<file path="config.mk">
export PLATFORM = sky130hd
export DESIGN_NAME = led_pwm_fader
export DESIGN_NICKNAME = d
export VERILOG_FILES = /design/src/rtl/led_pkg.sv /design/src/rtl/led_ce_div.sv /design/src/rtl/led_pwm_fader.sv
export SDC_FILE = /design/constraint.sdc
export NUM_CORES = 1
export LEC_CHECK = 0
export ABC_AREA = 0
export CAP_MARGIN = 10
export CORE_MARGIN = 2
export CORE_UTILIZATION = 35
export DETAILED_ROUTE_END_ITERATION = 12
export MAX_ROUTING_LAYER = met4
export PLACE_DENSITY = 0.65
export SYNTH_ARGS = -nofsm -noshare
export SYNTH_HDL_FRONTEND = slang
export SYNTH_SLANG_ARGS = --single-unit
</file>
<file path="constraint.sdc">
create_clock -name clk -period 3.4 [get_ports clk]
set_clock_uncertainty 0.15 [all_clocks]
set_input_delay 0.68 -clock clk [delete_from_list [all_inputs] [get_ports clk]]
set_output_delay 0.68 -clock clk [all_outputs]
set_load 0.02 [all_outputs]
</file>
<file path="src/rtl/led_pkg.sv">
// Shared constants and types for the LED pattern generator and PWM output stage.
package led_pkg;

    localparam int unsigned LEVEL_W        = 8;
    localparam int unsigned N_LED_DEF      = 8;
    localparam int unsigned CLK_FREQ       = 100_000_000;
    localparam int unsigned PWM_DIV_DEF    = 390;
    localparam int unsigned DECAY_DIV_DEF  = 1_000_000;
    localparam int unsigned DECAY_STEP_DEF = 16;

    typedef logic [LEVEL_W-1:0] level_t;

    typedef enum logic [1:0] {
        LedOff,
        LedBlink,
        LedCounter,
        LedKnight
    } led_mode_e;

    // Widened subtraction so a borrow clamps to zero instead of wrapping.
    function automatic level_t level_sat_sub(level_t a, level_t b);
        logic [LEVEL_W:0] diff;
        diff = {1'b0, a} - {1'b0, b};
        return diff[LEVEL_W] ? '0 : diff[LEVEL_W-1:0];
    endfunction

endpackage

</file>
<file path="src/rtl/led_ce_div.sv">
// Generic clock-enable divider: ce_out pulses for one cycle every DIV clocks.
module led_ce_div
    import led_pkg::*;
#(
    parameter int unsigned DIV = PWM_DIV_DEF
) (
    input  logic clk,
    input  logic rst,
    output logic ce_out
);

    localparam int unsigned CNT_W = (DIV > 1) ? $clog2(DIV) : 1;
    localparam logic [CNT_W-1:0] LAST = CNT_W'(DIV - 1);

    logic [CNT_W-1:0] cnt;

    always_ff @(posedge clk or posedge rst) begin
        if (rst) begin
            cnt <= '0;
        end else if (cnt == LAST) begin
            cnt <= '0;
        end else begin
            cnt <= cnt + CNT_W'(1);
        end
    end

    // With DIV == 1 the counter is stuck at 0 == LAST, so ce_out stays high.
    assign ce_out = (cnt == LAST);

endmodule

</file>
<file path="src/rtl/led_pwm_fader.sv">
// LED output stage: per-channel PWM with global brightness and linear afterglow.
module led_pwm_fader
    import led_pkg::*;
#(
    parameter int unsigned N_LED      = N_LED_DEF,
    parameter int unsigned PWM_DIV    = PWM_DIV_DEF,
    parameter int unsigned DECAY_DIV  = DECAY_DIV_DEF,
    parameter int unsigned DECAY_STEP = DECAY_STEP_DEF
) (
    input  logic               clk,
    input  logic               rst,
    input  logic [N_LED-1:0]   led_in,
    input  logic [LEVEL_W-1:0] brightness,
    input  logic               fade_en,
    output logic [N_LED-1:0]   led_out,
    output logic               pwm_sync
);

    localparam level_t STEP = level_t'(DECAY_STEP);

    logic   pwm_ce;
    logic   decay_tick;
    level_t pwm_cnt;

    led_ce_div #(
        .DIV (PWM_DIV)
    ) u_pwm_div (
        .clk    (clk),
        .rst    (rst),
        .ce_out (pwm_ce)
    );

    led_ce_div #(
        .DIV (DECAY_DIV)
    ) u_decay_div (
        .clk    (clk),
        .rst    (rst),
        .ce_out (decay_tick)
    );

    // pwm_sync marks the first cycle in which pwm_cnt reads 0 after a wrap.
    always_ff @(posedge clk or posedge rst) begin
        if (rst) begin
            pwm_cnt  <= '0;
            pwm_sync <= 1'b0;
        end else begin
            pwm_sync <= pwm_ce && (pwm_cnt == '1);
            if (pwm_ce) begin
                pwm_cnt <= pwm_cnt + level_t'(1);
            end
        end
    end

    for (genvar i = 0; i < N_LED; i++) begin : g_led
        level_t level;
        logic   out_bit;

        always_ff @(posedge clk or posedge rst) begin
            if (rst) begin
                level <= '0;
            end else if (led_in[i]) begin
                level <= brightness;
            end else if (!fade_en) begin
                level <= '0;
            end else if (decay_tick) begin
                level <= level_sat_sub(level, STEP);
            end
        end

        // Full scale is solid on; otherwise duty is level/256.
        always_ff @(posedge clk or posedge rst) begin
            if (rst) begin
                out_bit <= 1'b0;
            end else begin
                out_bit <= (level == '1) || (pwm_cnt < level);
            end
        end

        assign led_out[i] = out_bit;
    end

endmodule
</file>
# Yosys cells after proc, flatten, opt, wreduce, memory -nomap -nowiden
# Cells that the tools add are included.
# word_totals
register_bits,110
input_bits,19
output_inout_bits,9
# classes
n_reduce_logical,9
n_mux,34
n_eq_ne,19
n_addsub,11
order_cmp,8
# ops
op,n
$mux 8,32
$eq 8x8->1 const B,9
$sub 8x5->9 const B,8
$lt 8x8->1,8
$ne 3x2->1 const B,8
$add 20x1->20 const B,1
$eq 20x20->1 const B,1
$mux 20,1
$add 9x1->9 const B,1
$eq 9x9->1 const B,1
$mux 9,1
$add 8x1->8 const B,1
$logic_or 1x1->1,8
$logic_and 1x1->1,1

# Longest topological paths before layout
# logic_depth
word_depth,5
depth_mapped,7
depth_no_buf,7

# By module
# From an unflattened synthesis, not the netlist that was laid out.
# unflattened
hier_cells,693
hier_area_um2,6708.9
# by_module_without_submodules
mod,cells_each,instances,area_each_um2,seq_area_each_um2
led_pwm_fader,558,1,5305.1,2026.9
led_ce_div (u_decay_div),96,1,972.2,500.5
led_ce_div (u_pwm_div),39,1,431.7,225.2

# Worst setup path before layout
# OpenSTA, ideal clock, no wires.
# synth_timing
path_type,register to register
startpoint,register u_decay_div.cnt[0]
endpoint,register g_led[3].level[6]
period_less_slack_ns,1.913
t_required_ns,3.184
stages_incl_launch_ff,7
path_buffers,1
setup_slack_ns,1.487
t_arrival_ns,1.697
setup_time_ns,0.066
cell_sequence,dfrtp_1 ha_1 and4_1 and2_1 buf_2 a2111oi_0 a221o_1
# synth_between
elab_chain_len,2
# synth_rtl
item,line,source
"start, declared",led_ce_div.sv:15,logic [CNT_W-1:0] cnt;
"start signal, assigned",led_ce_div.sv:23,cnt <= cnt + CNT_W'(1);
$eq 20x20->1,led_ce_div.sv:28,assign ce_out = (cnt == LAST);
$ne 3x2->1 (no source line),n/a,
"end signal, assigned",led_pwm_fader.sv:62,level <= brightness;
"end signal, assigned",led_pwm_fader.sv:66,"level <= level_sat_sub(level, STEP);"
"end, declared",led_pwm_fader.sv:55,level_t level;
# Every way passes these cells.
# A chain may end at the register's enable or synchronous reset.

# Worst setup path after layout
# layout_timing
startpoint,register u_decay_div.cnt[0]
endpoint,register g_led[3].level[5]
# Same word-level chain as after synthesis.

==> impl_metrics.env <==
export IMPL_ys_seq_area_share_pct=40.32
export IMPL_fp_row_count=51
export IMPL_cpMaxStageDelayCell="or4_1"
export IMPL_cts_buffers=9
export IMPL_yosysWarnings=0
export IMPL_num_vias=5481
export IMPL_worst_setup_path_end_kind="flip-flop"
export IMPL_slew_headroom_pct=53.67
export IMPL_wl_um=16880
export IMPL_placed_area_um2=7366
export IMPL_post_cts_buffers=0
export IMPL_worst_pin_slew_ps=694.9
export IMPL_die_h_um=143.7
export IMPL_setup_viol=0
export IMPL_n_antenna_cell=0
export IMPL_ys_flop_type="dfrtp_1"
export IMPL_dp_hpwl_um=11470
export IMPL_synthArstFlopShare_pct=100.0
export IMPL_setup_tns_ps=0
export IMPL_die_x_um=143.7
export IMPL_startpoint_type="flip-flop"
export IMPL_synth_fp_nets=835
export IMPL_drive_above_1_share_pct=5.000
export IMPL_routed_via_density=5.347
export IMPL_cts_sink_count=110
export IMPL_core_um2=19270
export IMPL_p_leak_nw=3.627
export IMPL_hold_viol_final=0
export IMPL_synth_common_cells="dfrtp_1 (110), nand2_1 (77), ha_1 (76)"
export IMPL_clk_latency_ps=360
export IMPL_die_area_um2=20640
export IMPL_fin_crit_ps=2513
export IMPL_firstDrtPassIters=5
export IMPL_ctsHoldBuffers=0
export IMPL_crit_buf_inv=0
export IMPL_first_global_vias=5172
export IMPL_synth_distinct_cells=53
export IMPL_irDropWorstVdd_mv=0.2490
export IMPL_path_cells="ha_1 > and4_1 > and2_1 > nand2_4 > or4_1 > nand2_1"
export IMPL_wl_per_cell_um=16.47
export IMPL_power_density_nw_per_um2=387.3
export IMPL_grt_max_degree=111
export IMPL_drc=0
export IMPL_synthTopCellsByArea="dfrtp_1 (40%), ha_1 (14%), nand2_1 (4.2%)"
export IMPL_clk_path_buf_depth=2
export IMPL_grt_util_all_layers_pct=17.79
export IMPL_ctsHtreeMaxLevel=3
export IMPL_grt_pass1_wl_um=27630
export IMPL_yosysMostFrequentCell="dfrtp_1"
export IMPL_final_nets=850
export IMPL_arrival_ps=2660
export IMPL_place_congestion=0.8701
export IMPL_syn_area_um2=6827
export IMPL_syn_avg_cell_area_um2=9.225
export IMPL_synth_edf_count=0
export IMPL_max_freq_mhz=397.9
export IMPL_hp_class="flip-flop to flip-flop"
export IMPL_drt_antenna_violating_nets=0
export IMPL_crit_type="flip-flop to flip-flop"
export IMPL_slew_viol_final=0
export IMPL_ys_ff_latch=110
export IMPL_fillers=1934
export IMPL_fin_area_um2=7696
export IMPL_clk_pin_slew_ps=80
export IMPL_critPathMaxStageDelay_ps=570
export IMPL_status="complete, no violations"
export IMPL_cts_root_buf="clkbuf_16"
export IMPL_hold_ws_ps=348.1
export IMPL_crit_fanout=23
export IMPL_num_io_pins=28
export IMPL_io_buffers=27
export IMPL_start_util_pct=35.42
export IMPL_post_cts_resize_count=0
export IMPL_synth_top_area_share_pct=40.32
export IMPL_drt_iter0_drc=572
export IMPL_yosys_area_top_type="dfrtp_1"
export IMPL_grt_overflow_total=0
export IMPL_syn_to_final_growth_pct=12.74
export IMPL_drv_cap=0
export IMPL_cp_top_family="simple AND/OR/NAND/NOR gates"
export IMPL_syn_inst=740
export IMPL_final_period_utilization_pct=73.91
export IMPL_antenna_found_initial=0
export IMPL_tritoncts="built"
export IMPL_cp_data_required_time_ps=3550
export IMPL_rsz0062_at_grt="no"
[kinds of logic (layout without fill, tap and decap cells)]
logic type,after synthesis,count (layout),synth area share (%)
AOI/OAI and AO/OA,174,174,16.79
muxes,3,3,0.4582
and+or+nand+nor,252,252,18.82
xor gates and xnor gates,30,30,3.849
buffers and inverters,95,115,5.828
adders and majority gates,76,76,13.93
DFF,110,110,40.32
[area by class of cell]
class	instances	area (um^2)	share of cell area (%)
inverters	59	225.2	2.926
multi-input cells	535	3676	47.76
repair buffers	40	380.4	4.942
clock buffers	10	239.0	3.105
flip-flops and latches	110	2753	35.77
well taps	265	331.6	4.308
clock inverters	6	91.34	1.187
[sequential cells by signal (all words and copies together) (netlist names)]
register / cells
g_led.level: 64
g_led.out_bit: 8
pwm_cnt: 8
pwm_sync: 1
u_decay_div.cnt: 20
u_pwm_div.cnt: 9
[routing by layer]
metal  wire length [um]  part of all wire (%)  vias up  global-route usage (%)
li1                   -                     -     2698                       -
met1               8088                    48     2601                   24.62
met2               7573                    45      168                   26.82
met3                970                   5.7       14                   3.066
met4                244                   1.4        0                   5.212
met5                  0                     0        -                       -
[report_power, final]
group	switching [mW]	internal [mW]	leakage, nW
sequential	0.0612	1.37	1.38
clock	0.511	0.672	0.163
combinational	0.217	0.150	2.09
[worst reg2reg max path, cell delays in order, from the launching register on]
cell     delay, ps
dfrtp_1        390
ha_1           230
and4_1         250
and2_1         490
nand2_4        300
or4_1          580
nand2_1         70
[per-stage QoR]
| stage | utilization (%) | cells | power (mW) | setup WS (ps) |
|---|---|---|---|---|
| after global placement | 38.22 | 1009 | 1.818 | 931.4 |
| final | 39.94 | 1025 | 2.981 | 887.0 |
| after CTS | 39.94 | 1025 | 3.008 | 914.7 |
| after detailed placement | 38.22 | 1009 | 1.824 | 918.3 |
| after global routing | 39.94 | 1025 | 3.129 | 719.2 |
| after floorplan | - | 740 | 1.701 | 1241 |
[cells in the final DEF (no fill, tap or decap), types with 9 or more instances in the layout]
master | Yosys | final
clkbuf_16 | 0 | 9
nand4_1 | 29 | 29
nor2_1 | 41 | 41
a31oi_1 | 12 | 12
inv_1 | 59 | 58
a22o_1 | 17 | 17
nand2_1 | 77 | 77
ha_1 | 76 | 76
o21ai_1 | 10 | 10
o21ai_0 | 44 | 44
nand2b_1 | 16 | 16
a21o_1 | 25 | 25
nor3_1 | 15 | 15
xor2_1 | 14 | 14
xnor2_1 | 16 | 16
clkdlybuf4s50_1 | 0 | 27
dfrtp_1 | 110 | 110
nand3_1 | 27 | 27
nor4_1 | 9 | 9
and3_1 | 12 | 12
a21oi_1 | 26 | 26
buf_4 | 9 | 12
[path summary, 6_finish.rpt]
kind / startpoint / endpoint / slack [ps] / cells after the start
worst max register to register: u_decay_div.cnt[0] / g_led[3].level[5] / 890 / 6
worst max-delay path: u_decay_div.cnt[0] / g_led[3].level[5] / 890 / 6
worst min-delay path: u_decay_div.cnt[0] / u_decay_div.cnt[0] / 350 / 1
max in group asynchronous: rst / g_led[3].level[0] / 1940 / 3
worst min register to register: u_decay_div.cnt[0] / u_decay_div.cnt[0] / 350 / 1
min in group asynchronous: rst / u_decay_div.cnt[4] / 690 / 3
Note: power is estimated with default switching activity, not from simulation.
